**config.mk**
```make
export PLATFORM = sky130hd
export DESIGN_NAME = hazard_control_unit
export DESIGN_NICKNAME = d
export VERILOG_FILES = /design/src/rtl/hazard_control_unit.sv
export SDC_FILE = /design/constraint.sdc
export NUM_CORES = 1
export LEC_CHECK = 0
export ABC_CLOCK_PERIOD_IN_PS = 2230
export CORE_MARGIN = 2
export CORE_UTILIZATION = 30
export DETAILED_ROUTE_END_ITERATION = 6
export SETUP_SLACK_MARGIN = 0.15
export SYNTH_ARGS = -nofsm -noshare
export SYNTH_HDL_FRONTEND = slang
export SYNTH_SLANG_ARGS = --single-unit
```
**constraint.sdc**
```tcl
create_clock -name clk -period 2.23 [get_ports clk]
set_input_delay 0.446 -clock clk [delete_from_list [all_inputs] [get_ports clk]]
set_output_delay 0.446 -clock clk [all_outputs]
set_load 0.02 [all_outputs]
```
**src/rtl/hazard_control_unit.sv**
```systemverilog
// Pipeline hazard controller: classifies every cycle (memory wait, branch, load-use,
// jump, normal), drives stage enables/flushes, and keeps wait/stall/flush statistics.
module hazard_control_unit #(
    parameter int TIMEOUT_CYCLES = 255,
    parameter int CNT_WIDTH      = 16
) (
    input  logic                 clk,
    input  logic                 reset,
    input  logic [4:0]           id_rs_i,
    input  logic [4:0]           id_rt_i,
    input  logic                 id_uses_rt_i,
    input  logic                 jmp_i,
    input  logic                 idex_mem_read_i,
    input  logic [4:0]           idex_rt_i,
    input  logic                 branch_taken_i,
    input  logic                 mem_busy_i,
    output logic                 pc_enable_o,
    output logic                 ifid_enable_o,
    output logic                 idex_enable_o,
    output logic                 exmem_enable_o,
    output logic                 ifid_flush_o,
    output logic                 idex_flush_o,
    output logic                 timeout_o,
    output logic [CNT_WIDTH-1:0] stall_cycles_o,
    output logic [CNT_WIDTH-1:0] flush_count_o,
    output logic                 dbg_state,
    output logic [2:0]           dbg_class
);

    localparam int WAIT_W = (TIMEOUT_CYCLES < 1) ? 1 : $clog2(TIMEOUT_CYCLES + 1);
    localparam logic [WAIT_W-1:0] WAIT_MAX = WAIT_W'(TIMEOUT_CYCLES);
    localparam logic [CNT_WIDTH-1:0] CNT_MAX = '1;

    typedef enum logic {
        RUN      = 1'b0,
        MEM_WAIT = 1'b1
    } state_t;

    typedef enum logic [2:0] {
        CLS_RESET    = 3'd0,
        CLS_MEM_WAIT = 3'd1,
        CLS_BRANCH   = 3'd2,
        CLS_LOAD_USE = 3'd3,
        CLS_JUMP     = 3'd4,
        CLS_NORMAL   = 3'd5
    } cls_t;

    state_t              state;
    cls_t                cls;
    logic [WAIT_W-1:0]   wait_cnt;
    logic [WAIT_W-1:0]   wait_next;
    logic                load_use;
    logic                stall_event;
    logic                flush_event;

    // A load into r0 never creates a dependency, so it is excluded here.
    always_comb begin
        load_use = 1'b0;
        if (idex_mem_read_i && (idex_rt_i != 5'd0)) begin
            load_use = (idex_rt_i == id_rs_i) ||
                       (id_uses_rt_i && (idex_rt_i == id_rt_i));
        end
    end

    always_comb begin
        cls = CLS_NORMAL;
        if (reset) begin
            cls = CLS_RESET;
        end else if (mem_busy_i) begin
            cls = CLS_MEM_WAIT;
        end else if (branch_taken_i) begin
            cls = CLS_BRANCH;
        end else if (load_use) begin
            cls = CLS_LOAD_USE;
        end else if (jmp_i) begin
            cls = CLS_JUMP;
        end
    end

    // While loads stall, IF/ID holds the jump so it is simply re-seen next cycle.
    always_comb begin
        pc_enable_o    = 1'b1;
        ifid_enable_o  = 1'b1;
        idex_enable_o  = 1'b1;
        exmem_enable_o = 1'b1;
        ifid_flush_o   = 1'b0;
        idex_flush_o   = 1'b0;
        case (cls)
            CLS_RESET: begin
                pc_enable_o    = 1'b0;
                ifid_enable_o  = 1'b0;
                idex_enable_o  = 1'b0;
                exmem_enable_o = 1'b0;
                ifid_flush_o   = 1'b1;
                idex_flush_o   = 1'b1;
            end
            CLS_MEM_WAIT: begin
                pc_enable_o    = 1'b0;
                ifid_enable_o  = 1'b0;
                idex_enable_o  = 1'b0;
                exmem_enable_o = 1'b0;
            end
            CLS_BRANCH: begin
                ifid_flush_o = 1'b1;
                idex_flush_o = 1'b1;
            end
            CLS_LOAD_USE: begin
                pc_enable_o   = 1'b0;
                ifid_enable_o = 1'b0;
                idex_flush_o  = 1'b1;
            end
            CLS_JUMP: begin
                ifid_flush_o = 1'b1;
            end
            default: begin
            end
        endcase
    end

    // The first busy cycle seen from RUN always counts as one wait cycle.
    always_comb begin
        wait_next = WAIT_W'(1);
        if (state == MEM_WAIT) begin
            wait_next = (wait_cnt == WAIT_MAX) ? wait_cnt : wait_cnt + 1'b1;
        end
    end

    assign stall_event = (cls == CLS_MEM_WAIT) || (cls == CLS_LOAD_USE);
    assign flush_event = (cls == CLS_BRANCH) || (cls == CLS_JUMP);

    always_ff @(posedge clk) begin
        if (reset) begin
            state          <= RUN;
            wait_cnt       <= '0;
            timeout_o      <= 1'b0;
            stall_cycles_o <= '0;
            flush_count_o  <= '0;
        end else begin
            if (mem_busy_i) begin
                state    <= MEM_WAIT;
                wait_cnt <= wait_next;
                if (wait_next == WAIT_MAX) begin
                    timeout_o <= 1'b1;
                end
            end else begin
                state    <= RUN;
                wait_cnt <= '0;
            end
            if (stall_event && (stall_cycles_o != CNT_MAX)) begin
                stall_cycles_o <= stall_cycles_o + 1'b1;
            end
            if (flush_event && (flush_count_o != CNT_MAX)) begin
                flush_count_o <= flush_count_o + 1'b1;
            end
        end
    end

    assign dbg_state = state;
    assign dbg_class = cls;

endmodule

```
==> results.toml <==
[routing]
drc_errors = 0
detailroute.via_count = 2639
drt-wirelength-per-cell_um = 14.9
detail_route.first_pass.iterations = 4
via_per_inst = 5.36
drt_iter0_drc = 40
detail_route.wirelength_um = 7320
antenna_left = 0

[power]
total_design_power_mw = 1.66
power_density_mw_per_mm2 = 427
seq_power_share = 0.460
power.ir.vdd_worst_v = 0.000296
comb_power_share = 0.178
netSwitchingPower_uw = 415
internal_power_mw = 1.25
static-leakage-power_nw = 1.39
power_frac_clock = 0.361
power_switching_share = 0.250

[timing]
timing.final.setup_violations = 10
finalCritPeriodShare = 1.04
grt_setup_unrepaired = "yes"
timing.setup.tns_ns = -0.439
min_period_ns = 2.32
fin_worst_skew_ns = 0.00642
worst_hold_slack_ns = 0.476
setup_slack_ns = -0.0882
slew_violations = 0
max_freq_mhz = 431
worst_pin_slew_ns = 0.335
normalized_max_slew_margin = 0.775
report.final.hold_viol_count = 0

[setup_path]
endpoint_type_of_the_worst_setup_path = "primary output"
crit_path_max_fanout = 3
cp_top_delay_family = "simple AND/OR/NAND/NOR gates"
critPathBufInv = 2
crit_chain = "buf_6, or4_4, o21ai_4, nor2_2, o21a_2, or2_4, buf_6"
rrSetupSlack_ns = 0.19
critPathMaxStageDelay_ns = 0.54
r2r-end = "flush_count_o[11]"
critical_path_required_ns = 1.78
timing.reg2reg.worst_path_depth = 6
reg_to_reg_start = "flush_count_o[9]"
critical-path-slowest-cell = "sky130_fd_sc_hd__or4_4"
critical-path-top-cell-by-count = "sky130_fd_sc_hd__buf_6"
startpoint_type = "primary input"
setup.worst_path.class = "primary input to primary output"
cp.arrival_ns = 1.87

[yosys]
dominant_combinational_cell_family_by_area_after_synthesis = "simple AND/OR/NAND/NOR gates"
synth_largest_type_area_fraction = 0.348
synth.cells.most_frequent = "42 x sky130_fd_sc_hd__dfxtp_1, 24 x sky130_fd_sc_hd__a21oi_1, 19 x sky130_fd_sc_hd__nand2_1"
post_synth_main_area_contributors = "sky130_fd_sc_hd__dfxtp_1 35%, sky130_fd_sc_hd__a21oi_1 5.0%, sky130_fd_sc_hd__or4_1 4.3%"
number_of_enable_type_register_cells_in_the_synthesized_netlist = 0
syn_area_mm2 = 0.00242
yosysMostFrequentCell = "sky130_fd_sc_hd__dfxtp_1"
post_synth_num_cell_types = 55
synth-compound-area-share = 0.232
postSynth.topFlopCell = "sky130_fd_sc_hd__dfxtp_1"
ys_seq_area_frac = 0.348
synth_xor_area_frac = 0.0507
synth_top_area_cell = "sky130_fd_sc_hd__dfxtp_1"
synthMuxAreaShare = 0.0238
mean_cell_area_of_the_mapped_netlist_um2 = 8.67
synth-adder-area-share = 0.0155
fraction_of_synthesis_flops_using_an_asynchronous_set_or_reset_pin = 0
synth_fp_nets = 304
ys_seq_elements = 42
syn-instance-count = 279
synth_simple_gate_area_share = 0.267
synthesis.yosys.warnings = 0

[placement]
hpwlAfterDp_um = 4820
gpl.final_weighted_congestion = 0.773
numPortBuffers = 64

[floorplan]
design.portCount = 65
die_area_mm2 = 0.00880
core_mm2 = 0.00777
dieHeight_um = 93.8
fp-row-count = 32
initial_core_util = 0.311
dieWidth_um = 93.8

[final_layout]
insertedDiodeCount = 0
layout-drive-gt1-share = 0.315
layout-area-overhead-vs-synth_pct = 60.7
final_net_count = 414
postLayoutCoreUtil = 0.500

[clock_tree]
worst_skew_pair.late_latency_ns = 0.29
tritoncts.num_buffers = 5
postCtsHoldBufs = 0
clk_pin_slew_ns = 0.08
cts_max_level = 2
clkSinkCount = 42
cts_tree = "done"
clock_path_buffers = 2
clk_root_buffer_cell = "sky130_fd_sc_hd__clkbuf_8"

[min_path]
worst_hold_check_path_type = "flip-flop to flip-flop"
worst_hold_path.endpoint = "timeout_o"
holdCritStartpoint = "timeout_o"
hold_path_cells = 1

[grt]
grtUsageTotal = 0.159
antenna_found_initial = 0
grt_pass1_vias = 2394
globalRoute.totalOverflow = 0
grt_first_pass_wirelength_um = 11400
maximum_number_of_pins_on_one_net_before_global_route_repair = 26

[run_status]
run_status = "finished with violations"
violations = "setup timing"

[flow_run]
max_cap_violation_count = 0
per-stage QoR:
step / std cells / setup WS [ns] / area [um2]
2_1_floorplan: 279 / -0.138 / 2460
3_3_place_gp: 469 / -0.813 / 3420
3_5_place_dp: 469 / -0.845 / 3420
4_1_cts: 485 / -0.128 / 3630
5_1_grt: 492 / -0.163 / 3890
6_report: 492 / -0.0882 / 3890
per-layer routing:
metal / global-route usage / part of all wire / vias up
met3: 0.0289 / 0.038 / 10
met4: 0.0423 / 0.014 / 0
li1: - / - / 1312
met5: 0 / 0 / -
met2: 0.274 / 0.51 / 63
met1: 0.204 / 0.44 / 1254
flip-flops by register name (all words and copies together) (netlist names):
| register | flops |
|---|---|
| dbg_state | 1 |
| stall_cycles_o | 16 |
| flush_count_o | 16 |
| wait_cnt | 8 |
| timeout_o | 1 |
cell type report:
cell class                 count  area (um2)
clock buffer                   7        76.3
timing repair buffer         119        1110
multi-input combinational    217        1680
sequential                    42         841
inverter                       4        15.0
clock inverter                 1        30.0
fill                         726        3880
tap                          102         128
repair_timing:
item | 4_1_cts | 5_1_grt
pin swaps | 27 | 30
setup endpoints to repair | 41 | 31
setup buffers | 7 | 5
cloned | 1 | 2
resized for setup | 88 | 41
cell families (layout without fill, tap and decap cells):
family,after synthesis,count (layout)
AO/OA/AOI/OAI,82,83
XOR/XNOR,14,14
adder cells (fa/ha/maj),3,3
buffers and inverters,21,131
flip-flops,42,42
multiplexers,5,5
AND/OR/NAND/NOR,112,112
layout by cell type (no fill, tap or decap), types with 4 or more instances in the layout:
cell type,n
sky130_fd_sc_hd__dfxtp_1,42
sky130_fd_sc_hd__buf_4,49
sky130_fd_sc_hd__a21oi_1,16
sky130_fd_sc_hd__dlygate4sd2_1,7
sky130_fd_sc_hd__nor2_1,10
sky130_fd_sc_hd__o311ai_1,5
sky130_fd_sc_hd__nand2_1,18
sky130_fd_sc_hd__and3_1,7
sky130_fd_sc_hd__or4_4,11
sky130_fd_sc_hd__o41ai_1,6
sky130_fd_sc_hd__o31ai_1,12
sky130_fd_sc_hd__inv_1,4
sky130_fd_sc_hd__o21ai_1,6
sky130_fd_sc_hd__a21oi_2,8
sky130_fd_sc_hd__clkbuf_8,5
sky130_fd_sc_hd__nor2b_1,4
sky130_fd_sc_hd__clkdlybuf4s50_1,38
sky130_fd_sc_hd__clkdlybuf4s15_1,6
sky130_fd_sc_hd__o311ai_2,4
sky130_fd_sc_hd__buf_6,9
sky130_fd_sc_hd__or4_1,4
sky130_fd_sc_hd__xnor2_1,10
sky130_fd_sc_hd__nand4_1,10
sky130_fd_sc_hd__nand3_1,18
worst max-delay path by stage:
stage / start / end / slack, ns / cells after the start
floorplan: idex_rt_i[1] / pc_enable_o / -0.14 / 7
global placement: idex_rt_i[1] / dbg_class[0] / -0.81 / 9
detailed placement: idex_rt_i[1] / idex_flush_o / -0.85 / 7
CTS: idex_rt_i[2] / idex_flush_o / -0.13 / 7
global route: idex_rt_i[2] / dbg_class[0] / -0.16 / 9
finish: idex_rt_i[2] / idex_flush_o / -0.09 / 7
power by group through the flow:
stage	Combinational [mW]	Sequential (mW)	Clock, mW
finish	0.296	0.764	0.600
global route	0.315	0.766	0.648
CTS	0.256	0.764	0.613
detailed placement	0.245	0.782	0
global placement	0.242	0.781	0
floorplan	0.112	0.785	0
No activity file was read; power rests on OpenSTA's default activity.
